## src/rtl/mul_pkg.sv

```systemverilog
// Shared definitions for the multipliers lab: controller state encoding and default width.
package mul_pkg;

  localparam int MUL_WIDTH = 4;

  typedef enum logic [1:0] {
    S_IDLE = 2'd0,
    S_RUN  = 2'd1,
    S_DONE = 2'd2
  } mul_state_e;

endpackage

```

## src/rtl/mul_pp_row.sv

```systemverilog
// One partial-product row: conditionally adds the multiplicand to the running upper accumulator.
module mul_pp_row #(
  parameter int WIDTH = 4
) (
  input  logic [WIDTH-1:0] x,
  input  logic [WIDTH-1:0] u,
  input  logic             bsel,
  output logic [WIDTH:0]   s
);

  // Row sum is kept one bit wider so the carry-out survives into the shift
  always_comb begin
    s = {1'b0, u};
    if (bsel) begin
      s = {1'b0, x} + {1'b0, u};
    end else begin
      s = {1'b0, u};
    end
  end

endmodule

```

## src/rtl/seq_mul_ctrl.sv

```systemverilog
// Shift-add sequential multiplier: one partial-product row per cycle, WIDTH cycles per product,
// with a start/busy/done handshake and a product register that only changes on completion.
module seq_mul_ctrl
  import mul_pkg::*;
#(
  parameter int WIDTH = MUL_WIDTH
) (
  input  logic                 clk,
  input  logic                 reset,
  input  logic                 start,
  input  logic [WIDTH-1:0]     a,
  input  logic [WIDTH-1:0]     b,
  output logic                 busy,
  output logic                 done,
  output logic [2*WIDTH-1:0]   product
);

  localparam int               CNT_W    = $clog2(WIDTH) + 1;
  localparam logic [CNT_W-1:0] LAST_CNT = CNT_W'(WIDTH - 1);

  mul_state_e       state_r;
  logic [WIDTH-1:0] mcand_r;
  logic [WIDTH-1:0] acc_hi_r;
  logic [WIDTH-1:0] acc_lo_r;
  logic [CNT_W-1:0] count_r;
  logic [WIDTH:0]   row_s;

  mul_pp_row #(.WIDTH(WIDTH)) u_row (
    .x    (mcand_r),
    .u    (acc_hi_r),
    .bsel (acc_lo_r[0]),
    .s    (row_s)
  );

  // Controller FSM, accumulator shift register and registered handshake/product outputs
  always_ff @(posedge clk or negedge reset) begin
    if (!reset) begin
      state_r  <= S_IDLE;
      busy     <= 1'b0;
      done     <= 1'b0;
      product  <= {(2*WIDTH){1'b0}};
      count_r  <= {CNT_W{1'b0}};
      acc_hi_r <= {WIDTH{1'b0}};
      acc_lo_r <= {WIDTH{1'b0}};
      mcand_r  <= {WIDTH{1'b0}};
    end else begin
      case (state_r)
        S_IDLE: begin
          done <= 1'b0;
          if (start) begin
            mcand_r  <= a;
            acc_hi_r <= {WIDTH{1'b0}};
            acc_lo_r <= b;
            count_r  <= {CNT_W{1'b0}};
            busy     <= 1'b1;
            state_r  <= S_RUN;
          end else begin
            busy <= 1'b0;
          end
        end
        S_RUN: begin
          // The multiplier bits drain out of acc_lo as product bits shift in from the row sum
          acc_hi_r <= row_s[WIDTH:1];
          acc_lo_r <= {row_s[0], acc_lo_r[WIDTH-1:1]};
          count_r  <= count_r + CNT_W'(1);
          if (count_r == LAST_CNT) begin
            product <= {row_s, acc_lo_r[WIDTH-1:1]};
            done    <= 1'b1;
            busy    <= 1'b0;
            state_r <= S_DONE;
          end else begin
            busy <= 1'b1;
          end
        end
        S_DONE: begin
          done    <= 1'b0;
          busy    <= 1'b0;
          state_r <= S_IDLE;
        end
        default: begin
          state_r <= S_IDLE;
          busy    <= 1'b0;
          done    <= 1'b0;
        end
      endcase
    end
  end

endmodule
```

## config.mk

```make
export PLATFORM = sky130hd
export DESIGN_NAME = seq_mul_ctrl
export DESIGN_NICKNAME = d
export VERILOG_FILES = /design/src/rtl/mul_pkg.sv /design/src/rtl/mul_pp_row.sv /design/src/rtl/seq_mul_ctrl.sv
export SDC_FILE = /design/constraint.sdc
export NUM_CORES = 1
export LEC_CHECK = 0
export ABC_AREA = 1
export BUFFER_PORTS_ARGS = -buffer_cell sky130_fd_sc_hd__buf_2
export CAP_MARGIN = 0
export CORE_MARGIN = 8
export CORE_UTILIZATION = 25
export DETAILED_ROUTE_END_ITERATION = 8
export HOLD_SLACK_MARGIN = 0.02
export MAX_ROUTING_LAYER = met4
export PLACE_DENSITY = 0.42
export SLEW_MARGIN = 10
export SYNTH_ARGS = -nofsm -noshare
export SYNTH_HDL_FRONTEND = slang
export SYNTH_SLANG_ARGS = --single-unit
```

## constraint.sdc

```tcl
create_clock -name clk -period 1.6 [get_ports clk]
set_clock_uncertainty 0.15 [all_clocks]
set_input_delay 0 -clock clk [delete_from_list [all_inputs] [get_ports clk]]
set_output_delay 0 -clock clk [all_outputs]
set_load 0.05 [all_outputs]
```

# [Word level (Yosys, flattened, before mapping)]
# Index checks and enable logic that the tools add are counted.
[totals] ff_bits=27 input_bits=11 out_inout_bits=10 wordCells=35
[classes] add_sub_neg=2 eq_ne=4 mux=15 reduce_logical=6
[ops] op="4-bit one-hot mux with 2 select lines" n=2
[ops] op="4-bit 2-to-1 mux" n=2
[ops] op="2-bit AND reduction" n=4
[ops] op="3-bit one-hot mux with 2 select lines" n=1
[ops] op="4-bit by 4-bit adder with 5-bit output" n=1
[ops] op="5-bit 2-to-1 mux" n=1
[ops] op="1-bit 2-to-1 mux" n=4
[ops] op="2-bit 2-to-1 mux" n=2
[ops] op="2-bit inequality test (second input constant)" n=2
[ops] op="2-bit one-hot mux with 2 select lines" n=1
[ops] op="3-bit by 1-bit adder with 3-bit output (second input constant)" n=1
[ops] op="3-bit by 2-bit equality test with 1-bit output (second input constant)" n=1
[ops] op="3-bit 2-to-1 mux" n=1
[ops] op="2-bit by 1-bit equality test with 1-bit output (second input constant)" n=1
[ops] op="2-bit logical NOT" n=1
[ops] op="1-bit one-hot mux with 2 select lines" n=1
[ops] op="2-bit nonzero test" n=1

# [Depth between registers and ports, before layout]
# Gate-level depths: netlist of run 1.
[logic_depth] ltp_word=3 mapped_depth=8 mapped_depth_nobuf=7

# [Hierarchy]
# From an unflattened synthesis of run 1, not the netlist that was laid out.
[unflattened] cells_unflattened=151 hier_area_um2=1301.2
[by_module_without_submodules] module="seq_mul_ctrl" instances=1 cells_each=119 area_each_um2=1113.6 seq_area_each_um2=675.6
[by_module_without_submodules] module="mul_pp_row" instances=1 cells_each=32 area_each_um2=187.7 seq_area_each_um2=0.0

# [Least setup slack after synthesis of run 1]
# OpenSTA, ideal clock, no wires.
[synth_path] kind="reg-to-reg" startpoint="register mcand_r[0]" endpoint="register product[7]" setup_time_ps=127 t_arrival_ps=1378 t_required_ps=1323 slack_ps=-55 path_stages_with_launch=7 path_buffers=0 period_less_slack_ps=1655 path_cell_list="dfrtp_1 > ha_1 > fa_1 > a21oi_1 > nor2_1 > o21ai_0 > o21ai_0"
[synth_via] elab_chain_len=2
[synth_lines] item="start, declared" line="seq_mul_ctrl.sv:22" source="logic [WIDTH-1:0] mcand_r;"
[synth_lines] item="start signal, assigned" line="seq_mul_ctrl.sv:45" source="mcand_r <= {WIDTH{1'b0}};"
[synth_lines] item="4-bit by 4-bit adder with 5-bit output" line="mul_pp_row.sv:15" source="s = {1'b0, x} + {1'b0, u};"
[synth_lines] item="5-bit 2-to-1 mux" line="mul_pp_row.sv:14" source="if (bsel) begin"
[synth_lines] item="end signal, assigned" line="seq_mul_ctrl.sv:41" source="product <= {(2*WIDTH){1'b0}};"
[synth_lines] item="end signal, assigned" line="seq_mul_ctrl.sv:67" source="product <= {row_s, acc_lo_r[WIDTH-1:1]};"
[synth_lines] item="end, declared" line="seq_mul_ctrl.sv:15" source="output logic [2*WIDTH-1:0] product"
# Every way passes these cells.
# A chain may end at the register's enable or synchronous reset.

# [Final worst setup path of run 1]
# Ends and elaborated chain as after synthesis.

==> results of run 1 <==
==> final cells by class <==
cell class	instances	area [µm²]	share of cell area, %
multi-input combinational	78	520	31.9
clock buffer	3	41.3	2.53
timing repair buffer	36	245	15.0
sequential	27	676	41.4
inverter	15	58.8	3.60
tap	67	83.8	5.13
clock inverter	1	7.51	0.460
==> metal layers <==
layer | GRT usage, % | wire [µm] | vias up
met5 | - | 0 | -
met4 | 2.35 | 28 | 0
met3 | 1.80 | 135 | 4
met2 | 13.2 | 1290 | 20
met1 | 10.1 | 1400 | 470
li1 | - | - | 484
==> worst reg2reg max path, cell delays in order (launching register included) <==
cell     delay [ns]
dfrtp_1        0.39
ha_2           0.20
fa_2           0.36
a21oi_2        0.16
nor2_1         0.05
o21ai_1        0.15
o21ai_1        0.07
==> worst min path at each step <==
stage          start                       to  slack [ns]
3_5_place_dp   reset         done$_DFFE_PN0P_       -0.09
2_1_floorplan  reset  acc_hi_r[0]$_DFFE_PN0P_       -0.45
5_1_grt        reset         done$_DFFE_PN0P_        0.16
3_3_place_gp   reset         done$_DFFE_PN0P_        -0.1
6_report       reset         done$_DFFE_PN0P_        0.10
4_1_cts        reset         done$_DFFE_PN0P_        0.13
==> synthesized netlist by cell type (all sizes together) <==
library cell	count	share of area, %
xnor2	1	0.70
o21ai	18	8.4
mux2	4	3.6
nor2	9	3.9
nand2	19	5.7
inv	15	4.5
ha	6	6.0
a21oi	5	2.3
a22o	1	0.80
buf	3	2.2
dfrtp	27	54
or2	1	0.50
o22ai	6	3.0
nand3	7	2.8
fa	1	1.6
==> sequential cells by signal (all words and copies together) (netlist names) <==
name      flops
product       8
count_r       3
mcand_r       4
busy          1
acc_lo_r      4
done          1
state_r       2
acc_hi_r      4
==> metrics by stage <==
step | hold slack [ns] | instance area [µm²] | utilization [%] | total power, mW
after detailed placement | -0.0892 | 1450 | 30.2 | 3.15
after CTS | 0.128 | 1610 | 33.7 | 3.66
after global placement | -0.0988 | 1450 | 30.2 | 3.11
after global routing | 0.161 | 1630 | 34.1 | 4.01
after floorplan | -0.446 | 1250 | - | 2.67
final | 0.104 | 1630 | 34.1 | 3.70
==> repair_timing <==
action,CTS,global route
setup buffers,0,1
pin swaps,5,5
hold endpoints to repair,36,0
hold buffers,10,0
gates resized for setup,6,5
endpoints found under the setup margin,5,12
==> kinds of logic after synthesis <==
group	after synthesis	synth area share [%]
AND/OR/NAND/NOR	36	12.9
AO/OA/AOI/OAI	30	14.5
flip-flops	27	54.0
buffers and inverters	18	6.70
adder cells (fa/ha/maj)	7	7.60
multiplexers	4	3.60
XOR/XNOR	1	0.700
==> power breakdown <==
group / switching, mW / internal (mW)
sequential: 0.243 / 1.01
combinational: 1.25 / 0.785
clock: 0.237 / 0.177
==> impl_metrics.ini, run 1 <==
[outcome]
status = finished with violations
violations = setup timing

[sta]
fmax_mhz = 608
setup_violations = 3
min_period_ns = 1.64
rsz0062_at_grt = yes
tightest_slew_ns = 0.616
finalMaxSlewViolations = 0
final.setup.worst_slack_ns = -0.0438
hold_viol = 0
fin_crit_sh_pct = 103
maxSlewHeadroom_pct = 58.9
fin_setup_tns_ns = -0.0973

[detailed_routing]
wirelength_um = 2850
drc = 0
via_per_inst = 4.31
dr.pass1.iters = 4
first_iter_violations = 18
num_vias = 978
wl_per_cell_um = 12.5
drtAntennaViolNets = 0

[grt]
antenna_found_initial = 0
first_global_vias = 1069
grt_pass1_wl_um = 4860
track_usage_pct = 8.20
overflow = 0
grt_max_degree = 28

[critical_path]
arrival_ns = 1.66
crit_cells = 6
reg2reg_depth = 6
crit_chain = ha_2 -> fa_2 -> a21oi_2 -> nor2_1 -> o21ai_1 -> o21ai_1
critPathKind = reg -> reg
cp_slowest_cell = dfrtp_1
critical-path-top-delay-family = adder cells
reg2reg_to = product[7]$_DFFE_PN0P_
crit_path_max_fanout = 2
critPathMostFrequentCell = o21ai_1
critPathCapture = product[7]$_DFFE_PN0P_
rrSetupSlack_ns = -0.04
cp-startpoint = mcand_r[0]$_DFFE_PN0P_
startpoint_type = register
crit_path_end_kind = register
cpPeakStageDelay_ns = 0.39
cp.required_ns = 1.62
worst-path-buf-inv = 0
rr_startpoint = mcand_r[0]$_DFFE_PN0P_

[yosys]
syn_avg_cell_area_um2 = 10.2
ys_seq_area_share_pct = 54.0
synth_nets = 141
syn_inst = 123
netlist_area_um2 = 1250
synth_cell_type_count = 21
ys_warn_count = 0
ys_ff_latch = 27

[placement]
preCtsSetupSlack_ns = -0.0869
portBuffers = 20
gp_congestion = 0.751
dpl.cell_count = 212
hpwl_um = 2100

[final_layout]
syn_to_final_growth_pct = 30.5
n_antenna_cell = 0
final_cells = 227
drive_gt1_share_pct = 32.5
fillerInstances = 488
fin_nets = 179
final_common_cell = dfrtp_1
layout_common_cells = 27 x dfrtp_1, 20 x buf_2, 19 x nand2_1, 12 x inv_1, 10 x dlygate4sd3_1

[hold_path]
holdCritPathClass = in -> async

[clocking]
numCtsBuffers = 3
htreeDepth = 1
cts.path.max_buffers = 2
clock_latency_ns = 0.28
cts_root_buffer = clkbuf_8
path_clk_slew_ns = 0.11
cts.sinks = 27
cts_tree = yes

[floorplan]
fp.coreArea_um2 = 4790
dieArea_um2 = 7520
die_w_um = 86.7
start_util_pct = 26.1
dieHeight_um = 86.7
fp-row-count = 25
ios = 21

[pwr]
powerDensity_nw_per_um2 = 2270
p_leak_nw = 0.774
peakVddDrop_mv = 0.696

[job]
maxCapViolations = 0
(Power assumes the default switching activity.)
==> run 2, diff against run 1 <==
--- a/config.mk
+++ b/config.mk
@@ -10,10 +10,12 @@
 export CAP_MARGIN = 0
 export CORE_MARGIN = 8
 export CORE_UTILIZATION = 25
+export CTS_CLUSTER_DIAMETER = 100
 export DETAILED_ROUTE_END_ITERATION = 8
 export HOLD_SLACK_MARGIN = 0.02
 export MAX_ROUTING_LAYER = met4
 export PLACE_DENSITY = 0.42
+export RECOVER_POWER = 25
 export SLEW_MARGIN = 10
 export SYNTH_ARGS = -nofsm -noshare
 export SYNTH_HDL_FRONTEND = slang
==> run 2 against run 1 <==
Highest routed layer unchanged. Setup slack about the same. Critical path depth unchanged. Total power about the same. Clock power about the same. Worst hold slack improved by 0.021 ns. The flow still finishes with violations (setup timing).
==> impl_metrics.ini, run 2 (same netlist as run 1, synthesis figures left out) <==
[outcome]
status = finished with violations
violations = setup timing

[floorplan]
die_w_um = 86.7
fp.coreArea_um2 = 4790
dieHeight_um = 86.7
dieArea_um2 = 7520
start_util_pct = 26.1
ios = 21
fp-row-count = 25

[critical_path]
critPathKind = reg -> reg
reg2reg_to = product[7]$_DFFE_PN0P_
crit_path_max_fanout = 2
rr_startpoint = mcand_r[0]$_DFFE_PN0P_
arrival_ns = 1.66
reg2reg_depth = 6
cp.required_ns = 1.62
rrSetupSlack_ns = -0.04
crit_path_end_kind = register
startpoint_type = register

[sta]
tightest_slew_ns = 0.685
min_period_ns = 1.64
finalMaxSlewViolations = 0
hold_viol = 0
final.setup.worst_slack_ns = -0.0438
fin_setup_tns_ns = -0.0973
rsz0062_at_grt = yes
fin_crit_sh_pct = 103
setup_violations = 3
maxSlewHeadroom_pct = 54.3
fmax_mhz = 608
whs_ns = 0.125

[pwr]
power.total_mw = 3.70
p_sw_mw = 1.73
intPower_mw = 1.97
p_leak_nw = 0.774
p_sw_share_pct = 46.8
p_comb_share_pct = 55.0
seq_power_share_pct = 33.8
peakVddDrop_mv = 0.696
pwr-share-clk_pct = 11.2
powerDensity_nw_per_um2 = 2270

[clocking]
path_clk_slew_ns = 0.11
clock_latency_ns = 0.28
htreeDepth = 1
numCtsBuffers = 3
cts.sinks = 27
cts_root_buffer = clkbuf_8
cts_tree = yes
cts.path.max_buffers = 2

[detailed_routing]
drc = 0
dr.pass1.iters = 4
first_iter_violations = 18
num_vias = 980
wl_per_cell_um = 12.5
via_per_inst = 4.32
drtAntennaViolNets = 0
wirelength_um = 2850

[placement]
hpwl_um = 2100
gp_congestion = 0.751
portBuffers = 20
preCtsSetupSlack_ns = -0.0869
dpl.cell_count = 212

[final_layout]
n_antenna_cell = 0
largest_reg_flops = 8
final_cells = 227
drive_gt1_share_pct = 32.5
layout_common_cells = 27 x dfrtp_1, 19 x nand2_1, 19 x buf_2, 12 x inv_1, 10 x dlygate4sd3_1
syn_to_final_growth_pct = 30.5
fin_nets = 179
final_common_cell = dfrtp_1
regMostFlops = product

[grt]
first_global_vias = 1069
overflow = 0
grt_pass1_wl_um = 4860
grt_max_degree = 28
antenna_found_initial = 0
track_usage_pct = 8.20

[job]
maxCapViolations = 0

[hold_path]
holdCritPathClass = in -> async
## run 2: how the worst max path moves through the flow
stage	startpoint	end	slack [ns]	depth (start not counted)
4_1_cts	acc_hi_r[0]$_DFFE_PN0P_	product[7]$_DFFE_PN0P_	-0.08	6
6_report	mcand_r[0]$_DFFE_PN0P_	product[7]$_DFFE_PN0P_	-0.04	6
5_1_grt	mcand_r[0]$_DFFE_PN0P_	acc_hi_r[3]$_DFFE_PN0P_	-0.16	6
3_5_place_dp	mcand_r[0]$_DFFE_PN0P_	acc_hi_r[3]$_DFFE_PN0P_	-0.09	6
3_3_place_gp	mcand_r[0]$_DFFE_PN0P_	product[7]$_DFFE_PN0P_	-0.04	6
2_1_floorplan	mcand_r[0]$_DFFE_PN0P_	product[7]$_DFFE_PN0P_	0.03	6
## run 2: per-stage QoR
stage / area (µm²) / util [%]
finish: 1630 / 34.1
global route: 1630 / 34.1
CTS: 1610 / 33.7
detailed placement: 1450 / 30.2
global placement: 1450 / 30.2
floorplan: 1250 / -
## run 2: layer usage
layer | wire length, µm | share of wire [%] | GRT usage (%)
met1 | 1390 | 49 | 10.1
met2 | 1290 | 45 | 13.2
met3 | 135 | 4.7 | 1.80
met4 | 28 | 0.98 | 2.35
met5 | 0 | 0 | -
## run 2: power groups by stage
stage,logic (mW),clock network (mW),registers [mW]
4_1_cts,2.00,0.418,1.24
5_1_grt,2.27,0.442,1.30
3_3_place_gp,1.87,0,1.24
3_5_place_dp,1.90,0,1.25
6_report,2.04,0.414,1.25
2_1_floorplan,1.11,0,1.56
## run 2: timing repair
| item | CTS | global route |
|---|---|---|
| endpoints found under the setup margin | 5 | 12 |
| pin swaps | 5 | 5 |
| gates cloned | 0 | 0 |
| hold endpoints to repair | 36 | 0 |
| hold buffers | 10 | 0 |
| resized for setup | 6 | 5 |
| setup buffers | 0 | 1 |
## run 2: cell type report
class,instances,area [µm²]
Multi-Input combinational cell,78,520
Timing Repair Buffer,36,245
Inverter,15,58.8
Tap cell,67,83.8
Fill cell,488,3150
Sequential cell,27,676
Clock buffer,3,41.3
Clock inverter,1,7.51
## run 2: worst max-delay path, stage by stage (launching register included)
cell	delay, ns
dfrtp_1	0.39
ha_2	0.20
fa_2	0.36
a21oi_2	0.16
nor2_1	0.05
o21ai_1	0.15
o21ai_1	0.07
